<file path="config.mk">
export PLATFORM = sky130hd
export DESIGN_NAME = seg_scan_ctrl_flat
export DESIGN_NICKNAME = d
export VERILOG_FILES = /design/src/rtl/seg_scan_ctrl_if.sv /design/src/rtl/seg_scan_ctrl.sv /design/src/flat_wrapper.sv
export SDC_FILE = /design/constraint.sdc
export NUM_CORES = 1
export LEC_CHECK = 0
export BUFFER_PORTS_ARGS = -buffer_cell sky130_fd_sc_hd__buf_2
export CAP_MARGIN = 20
export CORE_MARGIN = 8
export CORE_UTILIZATION = 57
export CTS_CLUSTER_SIZE = 16
export DETAILED_ROUTE_END_ITERATION = 7
export GPL_TIMING_DRIVEN = 0
export PLACE_DENSITY = 0.78
export REMOVE_ABC_BUFFERS = 1
export SYNTH_ARGS = -nofsm -noshare
export SYNTH_HDL_FRONTEND = slang
export SYNTH_SLANG_ARGS = --single-unit
</file>
<file path="constraint.sdc">
create_clock -name clk -period 2.65 [get_ports clk]
set_clock_uncertainty 0.2 [all_clocks]
set_input_delay 0.265 -clock clk [delete_from_list [all_inputs] [get_ports clk]]
set_output_delay 0.265 -clock clk [all_outputs]
set_load 0.01 [all_outputs]
</file>
<file path="src/rtl/seg_scan_ctrl_if.sv">
// Bus between a display-value producer and the seg_scan_ctrl digit scanner.
// The master loads new values; the slave scans them out one digit slot at a time.
interface seg_scan_ctrl_if;
  logic        load;
  logic [15:0] data_in;
  logic        blank_lz;
  logic [3:0]  din;
  logic [1:0]  ch;
  logic        pending;
  logic        frame_done;

  modport master (
    output load, data_in, blank_lz,
    input  din, ch, pending, frame_done
  );

  modport slave (
    input  load, data_in, blank_lz,
    output din, ch, pending, frame_done
  );
endinterface

</file>
<file path="src/rtl/seg_scan_ctrl.sv">
// Four-digit multiplexed 7-segment scanner with a frame-synchronous,
// double-buffered display value and optional leading-zero blanking.
module seg_scan_ctrl #(
  parameter int unsigned REFRESH_DIV = 100000
) (
  input  logic          clk,
  input  logic          reset,
  seg_scan_ctrl_if.slave bus
);

  localparam int unsigned     CNT_W    = $clog2(REFRESH_DIV);
  localparam logic [CNT_W-1:0] CNT_LAST = CNT_W'(REFRESH_DIV - 1);

  logic [CNT_W-1:0] cnt_q, cnt_d;
  logic [1:0]       ch_q, ch_d;
  logic [15:0]      shown_q, shown_d;
  logic             shownBlank_q, shownBlank_d;
  logic [15:0]      pendData_q, pendData_d;
  logic             pendBlank_q, pendBlank_d;
  logic             pending_q, pending_d;
  logic             frameDone_q, frameDone_d;

  logic             tick;
  logic             boundary;
  logic [3:0]       zeroFrom;
  logic [3:0]       nibble;

  always_ff @(posedge clk) begin
    if (reset) begin
      cnt_q        <= '0;
      ch_q         <= 2'd0;
      shown_q      <= 16'h0000;
      shownBlank_q <= 1'b0;
      pendData_q   <= 16'h0000;
      pendBlank_q  <= 1'b0;
      pending_q    <= 1'b0;
      frameDone_q  <= 1'b0;
    end else begin
      cnt_q        <= cnt_d;
      ch_q         <= ch_d;
      shown_q      <= shown_d;
      shownBlank_q <= shownBlank_d;
      pendData_q   <= pendData_d;
      pendBlank_q  <= pendBlank_d;
      pending_q    <= pending_d;
      frameDone_q  <= frameDone_d;
    end
  end

  // A boundary commits the old pending value before a same-cycle load replaces it.
  always_comb begin
    tick         = (cnt_q == CNT_LAST);
    boundary     = tick && (ch_q == 2'd3);
    cnt_d        = tick ? '0 : cnt_q + CNT_W'(1);
    ch_d         = ch_q;
    shown_d      = shown_q;
    shownBlank_d = shownBlank_q;
    pendData_d   = pendData_q;
    pendBlank_d  = pendBlank_q;
    pending_d    = pending_q;
    frameDone_d  = boundary;

    if (tick) begin
      ch_d = ch_q + 2'd1;
    end

    if (boundary && pending_q) begin
      shown_d      = pendData_q;
      shownBlank_d = pendBlank_q;
    end

    if (bus.load) begin
      pendData_d  = bus.data_in;
      pendBlank_d = bus.blank_lz;
      pending_d   = 1'b1;
    end else if (boundary) begin
      pending_d = 1'b0;
    end
  end

  // zeroFrom[k]: nibbles k..3 of the shown value are all zero; digit 0 is never blanked.
  always_comb begin
    zeroFrom[3] = (shown_q[15:12] == 4'h0);
    zeroFrom[2] = zeroFrom[3] && (shown_q[11:8] == 4'h0);
    zeroFrom[1] = zeroFrom[2] && (shown_q[7:4] == 4'h0);
    zeroFrom[0] = 1'b0;
    nibble      = shown_q[{ch_q, 2'b00} +: 4];
  end

  assign bus.din        = (shownBlank_q && zeroFrom[ch_q]) ? 4'hF : nibble;
  assign bus.ch         = ch_q;
  assign bus.pending    = pending_q;
  assign bus.frame_done = frameDone_q;

endmodule
</file>
<file path="src/flat_wrapper.sv">
// flat-port wrapper written by rule: the top's interface ports become plain ports
module seg_scan_ctrl_flat 
#(
  parameter int unsigned REFRESH_DIV = 100000
)
  (clk, reset, bus_load, bus_data_in, bus_blank_lz, bus_din, bus_ch, bus_pending, bus_frame_done);
  seg_scan_ctrl_if bus_i ();
  input  logic clk;
  input  logic reset;
  input wire logic [$bits(bus_i.load)-1:0] bus_load;
  input wire logic [$bits(bus_i.data_in)-1:0] bus_data_in;
  input wire logic [$bits(bus_i.blank_lz)-1:0] bus_blank_lz;
  output wire logic [$bits(bus_i.din)-1:0] bus_din;
  output wire logic [$bits(bus_i.ch)-1:0] bus_ch;
  output wire logic [$bits(bus_i.pending)-1:0] bus_pending;
  output wire logic [$bits(bus_i.frame_done)-1:0] bus_frame_done;
  assign bus_i.load = bus_load;
  assign bus_i.data_in = bus_data_in;
  assign bus_i.blank_lz = bus_blank_lz;
  assign bus_din = bus_i.din;
  assign bus_ch = bus_i.ch;
  assign bus_pending = bus_i.pending;
  assign bus_frame_done = bus_i.frame_done;
  seg_scan_ctrl #(.REFRESH_DIV(REFRESH_DIV)) u_core (.clk(clk), .reset(reset), .bus(bus_i));
endmodule
</file>
Word level (Yosys, flattened, before mapping)
Cells that the tools add are included.
{ "word_totals": {"in_bits": 20, "elab_cells": 29, "output_inout_bits": 8, "ff_bits": 55} }
{ "classes": {"eq_ne": 2, "muxes": 5, "shifts": 1, "reduce_logical": 10, "addsub": 2, "n_lt_le_gt_ge": 1} }
{ "op_table": {"columns": ["op", "n"], "rows": [
  ["adder 17 x 1 -> 17 bit (second input constant)", 1],
  ["== test 17 bit (second input constant)", 1],
  ["variable part select 16 x 5 -> 4 bit", 1],
  ["logical NOT 4 bit", 3],
  ["logical AND 1 bit", 5],
  ["two-way mux 4 bit", 1],
  ["less-than comparator 2 x 3 -> 1 bit (second input constant)", 1],
  ["two-way mux 1 bit", 3],
  ["adder 2 x 1 -> 2 bit (second input constant)", 1],
  ["binary-select mux 1 bit (select 2 bit)", 1],
  ["== test 2 bit (second input constant)", 1],
  ["nonzero test 2 bit", 1],
  ["OR reduction 2 bit", 1]
]} }

Depth between registers and ports, before layout
{ "depth": {"ltp_word": 7, "ltp_mapped": 7, "depth_no_buf": 5} }

Least setup slack after synthesis
OpenSTA, ideal clock, no wires.
{ "synth_timing": {"path_kind": "reg-to-reg", "start": "register u_core.cnt_q[0]", "end": "register u_core.shown_q[10]", "synth_period_minus_slack_ns": 2.179, "path_stages_with_launch": 8, "slack_ns": 0.471, "arrival_ns": 1.907, "required_time_ns": 2.378, "setup_ns": 0.072, "path_buffers": 2, "path_cell_list": "dfxtp_1 > ha_1 > nand4_1 > nor4_4 > and3_1 > buf_6 > buf_12 > mux2i_1"} }
{ "synth_between": {"elab_chain_len": 3} }
{ "synth_rtl": {"columns": ["element", "line", "rtl"], "rows": [
  ["start: declaration", "seg_scan_ctrl.sv:14", "logic [CNT_W-1:0] cnt_q, cnt_d;"],
  ["start signal: assignment", "seg_scan_ctrl.sv:39", "cnt_q <= cnt_d;"],
  ["== test 17 bit", "seg_scan_ctrl.sv:52", "tick = (cnt_q == CNT_LAST);"],
  ["logical AND 1 bit", "seg_scan_ctrl.sv:53", "boundary = tick && (ch_q == 2'd3);"],
  ["logical AND 1 bit", "seg_scan_ctrl.sv:67", "if (boundary && pending_q) begin"],
  ["end signal: assignment", "seg_scan_ctrl.sv:41", "shown_q <= shown_d;"],
  ["end: declaration", "seg_scan_ctrl.sv:16", "logic [15:0] shown_q, shown_d;"]
]} }
No other way between the ends.
A chain may end at the register's enable or synchronous reset.

Final worst setup path
{ "layout_timing": {"start": "register u_core.cnt_q[0]", "end": "register u_core.shown_q[12]"} }
The elaborated chain is that of the path after synthesis.

==> metrics.csv <==
stage,metric,value,unit
global_routing,antenna_found_initial,0,
worst_setup_path,crit_fanout,17,
synth,netlist_area,0.00245,mm2
min_path,hp-start,bus_data_in[10],
floorplan,die_h,81.6,um
routing,antenna_left,0,
sta,fmax,410,MHz
routing,finalWirelength,4400,um
sta,finalHoldViolations,0,
status,status,completed,
clock_network,numClockSinks,55,
sta,relSlewSlack,0.496,
synth,synth_warnings,0,
final_layout,syn_to_final_growth,16.2,%
final_layout,utilization,0.668,
sta,min_period,2.44,ns
floorplan,ios,28,
floorplan,floorplan.initialDensity,0.575,
synth,syn_inst,251,
worst_setup_path,arrival,2.49,ns
synth,synth_area_per_cell,9.78,um2
sta,tightestPinTransition,0.756,ns
worst_setup_path,crit_required,2.70,ns
clock_network,htree_levels,2,
synth,synth_top_area_frac,0.449,
sta,period_share,0.921,
worst_setup_path,critPathLaunch,u_core.cnt_q[0],
synth,synthDistinctLibCells,30,
floorplan,rows,24,
synth,ys_seq_area_frac,0.449,
clock_network,tritoncts,yes,
pwr,p_per_area,562,mW/mm2
floorplan,die_w,81.6,um
clock_network,clockBufferDepth,2,
pwr,p_leak,0.00108,uW
global_routing,globalRouteOverflowTotal,0,
worst_setup_path,worstSetupPathType,register to register,
synth,synth_most_common_cell,dfxtp_1,
placement,gp_congestion,0.819,
worst_setup_path,crit_path_start_kind,register,
clock_network,path_clk_slew,0.10,ns
clock_network,cts-root-buf,clkbuf_8,
sta,setup_viol,0,
sta,rsz0062_at_grt,no,
synth,yosys-top-cells-count,"dfxtp_1, nor2_1, mux2i_1",
synth,synth_area_leaders,"dfxtp_1, mux2i_1, nand2b_1",
pwr,finalPower,1600,uW
sta,drv_slew,0,
routing,drt_iter0_markers,138,
global_routing,grt_pass1_wl,7290,um
worst_setup_path,r2r_cells,5,
min_path,hold_depth,3,
synth,synth_edf_count,0,
min_path,min-delay-path-class,input pin to register,
final_layout,drive_above_1_share,0.168,
synth,synth_top_cell_by_area,dfxtp_1,
global_routing,grt.total_usage,0.141,
worst_setup_path,cp-end-kind,register,
final_layout,n_antenna_cell,0,
worst_setup_path,reg2reg_from,u_core.cnt_q[0],
floorplan,dieArea,0.00666,mm2
synth,ys.flop_type,dfxtp_1,
worst_setup_path,critPathMaxStageDelay,0.52,ns
routing,wl_per_cell,13.0,um
synth,synthArstFlopShare,0,
pwr,ir_drop,320,uV
global_routing,grt_max_degree,59,
clock_network,clk_latency,0.31,ns
floorplan,core_area,0.00426,mm2
synth,ys_ff_latch,55,
sta,whs,0.00330,ns
routing,viasPerCell,5.30,
routing,drc_errors,0,
placement,dp_hpwl,2930,um
placement,io_buffers,27,
worst_setup_path,worstPathCellList,ha_1 > nand4_1 > nor4_4 > and3_4 > mux2i_1,
routing,drt-pass1-iter-count,4,
run,drv_cap,0,
sta,fin_tns_setup,0,ns
routing,vias,1791,
worst_setup_path,crit_slowest_cell,nor4_4,
clock_network,cts_buffers,5,
final_layout,nNetsFinal,307,
global_routing,first_global_vias,1653,
## cells by family (layout without fill, tap and decap cells)
logic type,count (synthesis),in the layout,synth area share
adder cells (fa/ha/maj),2,2,0.0102
multiplexers,39,39,0.180
AND/OR/NAND/NOR,115,115,0.256
AO/OA/AOI/OAI,7,7,0.0158
buffers and inverters,19,54,0.0398
flip-flops,55,55,0.449
XOR/XNOR,14,14,0.0500
## placed cells by master, fill, tap and decap left out, types with 2 or more instances in the layout
master,netlist,layout
xnor2_1,11,11
mux4_2,4,4
nor3_1,5,5
nor2_1,39,39
nand4_1,4,4
dlygate4sd3_1,0,13
nand2b_1,34,34
xor2_1,3,3
nand2_1,4,4
or2_2,6,6
or3_1,2,2
ha_1,2,2
nor4_1,5,5
a21oi_1,3,3
o21ai_0,3,3
dfxtp_1,55,55
buf_2,2,27
nand3_1,9,9
mux2i_1,35,35
bufinv_16,0,2
clkbuf_8,0,5
inv_1,6,6
## where the power goes
group,internal (uW),total (uW),switching (uW),leakage (uW)
sequential,846,859,12.7,0.000447
clock,377,649,273,0.0000644
combinational,52.8,94.8,42.0,0.000566
## area by class of cell
| type | count | area (um2) |
|---|---|---|
| fillers | 358 | 1410 |
| multi-input cells | 177 | 1260 |
| flip-flops and latches | 55 | 1100 |
| repair buffers | 40 | 265 |
| clock buffers | 5 | 68.8 |
| clock inverters | 3 | 67.6 |
| well taps | 52 | 65.1 |
| inverters | 6 | 22.5 |
## timing repair
| item | CTS | global route |
|---|---|---|
| hold endpoints to repair | 13 | 0 |
| endpoints found under the setup margin | 17 | 17 |
| resized for setup | 1 | 1 |
| hold buffers | 13 | 0 |
| buffers inserted | 0 | 0 |
## flip-flops by register name (all words and copies together) (netlist names)
signal / count
u_core.cnt_q: 17
u_core.pendData_q: 16
u_core.shown_q: 16
u_core.bus.ch: 2
u_core.bus.frame_done: 1
u_core.bus.pending: 1
u_core.pendBlank_q: 1
u_core.shownBlank_q: 1
## metrics by stage
stage / cells / cell area, um2 / setup slack, ns
final: 338 / 2850 / 0.208
after global routing: 338 / 2850 / 0.0295
after CTS: 338 / 2850 / 0.0137
after detailed placement: 317 / 2580 / -0.257
after global placement: 317 / 2580 / -0.246
after floorplan: 238 / 2380 / 0.156
## per-layer routing
layer | track usage | up-vias | part of all wire
met5 | 0 | - | 0
met4 | 0.0632 | 0 | 0.017
met3 | 0.0427 | 6 | 0.061
met2 | 0.240 | 28 | 0.47
met1 | 0.160 | 838 | 0.46
li1 | - | 919 | -
## worst max-delay path: cells and delay by family (launching register included)
kind / cells / cell delay, ns
DFF: 1 / 0.40
adders and majority gates: 1 / 0.28
and+or+nand+nor: 3 / 1.27
muxes: 1 / 0.23
## final timing paths
kind	slack (ns)	end
hold / removal	0.003	u_core.pendData_q[10]
setup reg to reg	0.21	u_core.shown_q[12]
hold reg to reg	0.28	u_core.shown_q[1]
setup / recovery	0.21	u_core.shown_q[12]
Power figures use the tool's default switching activity.
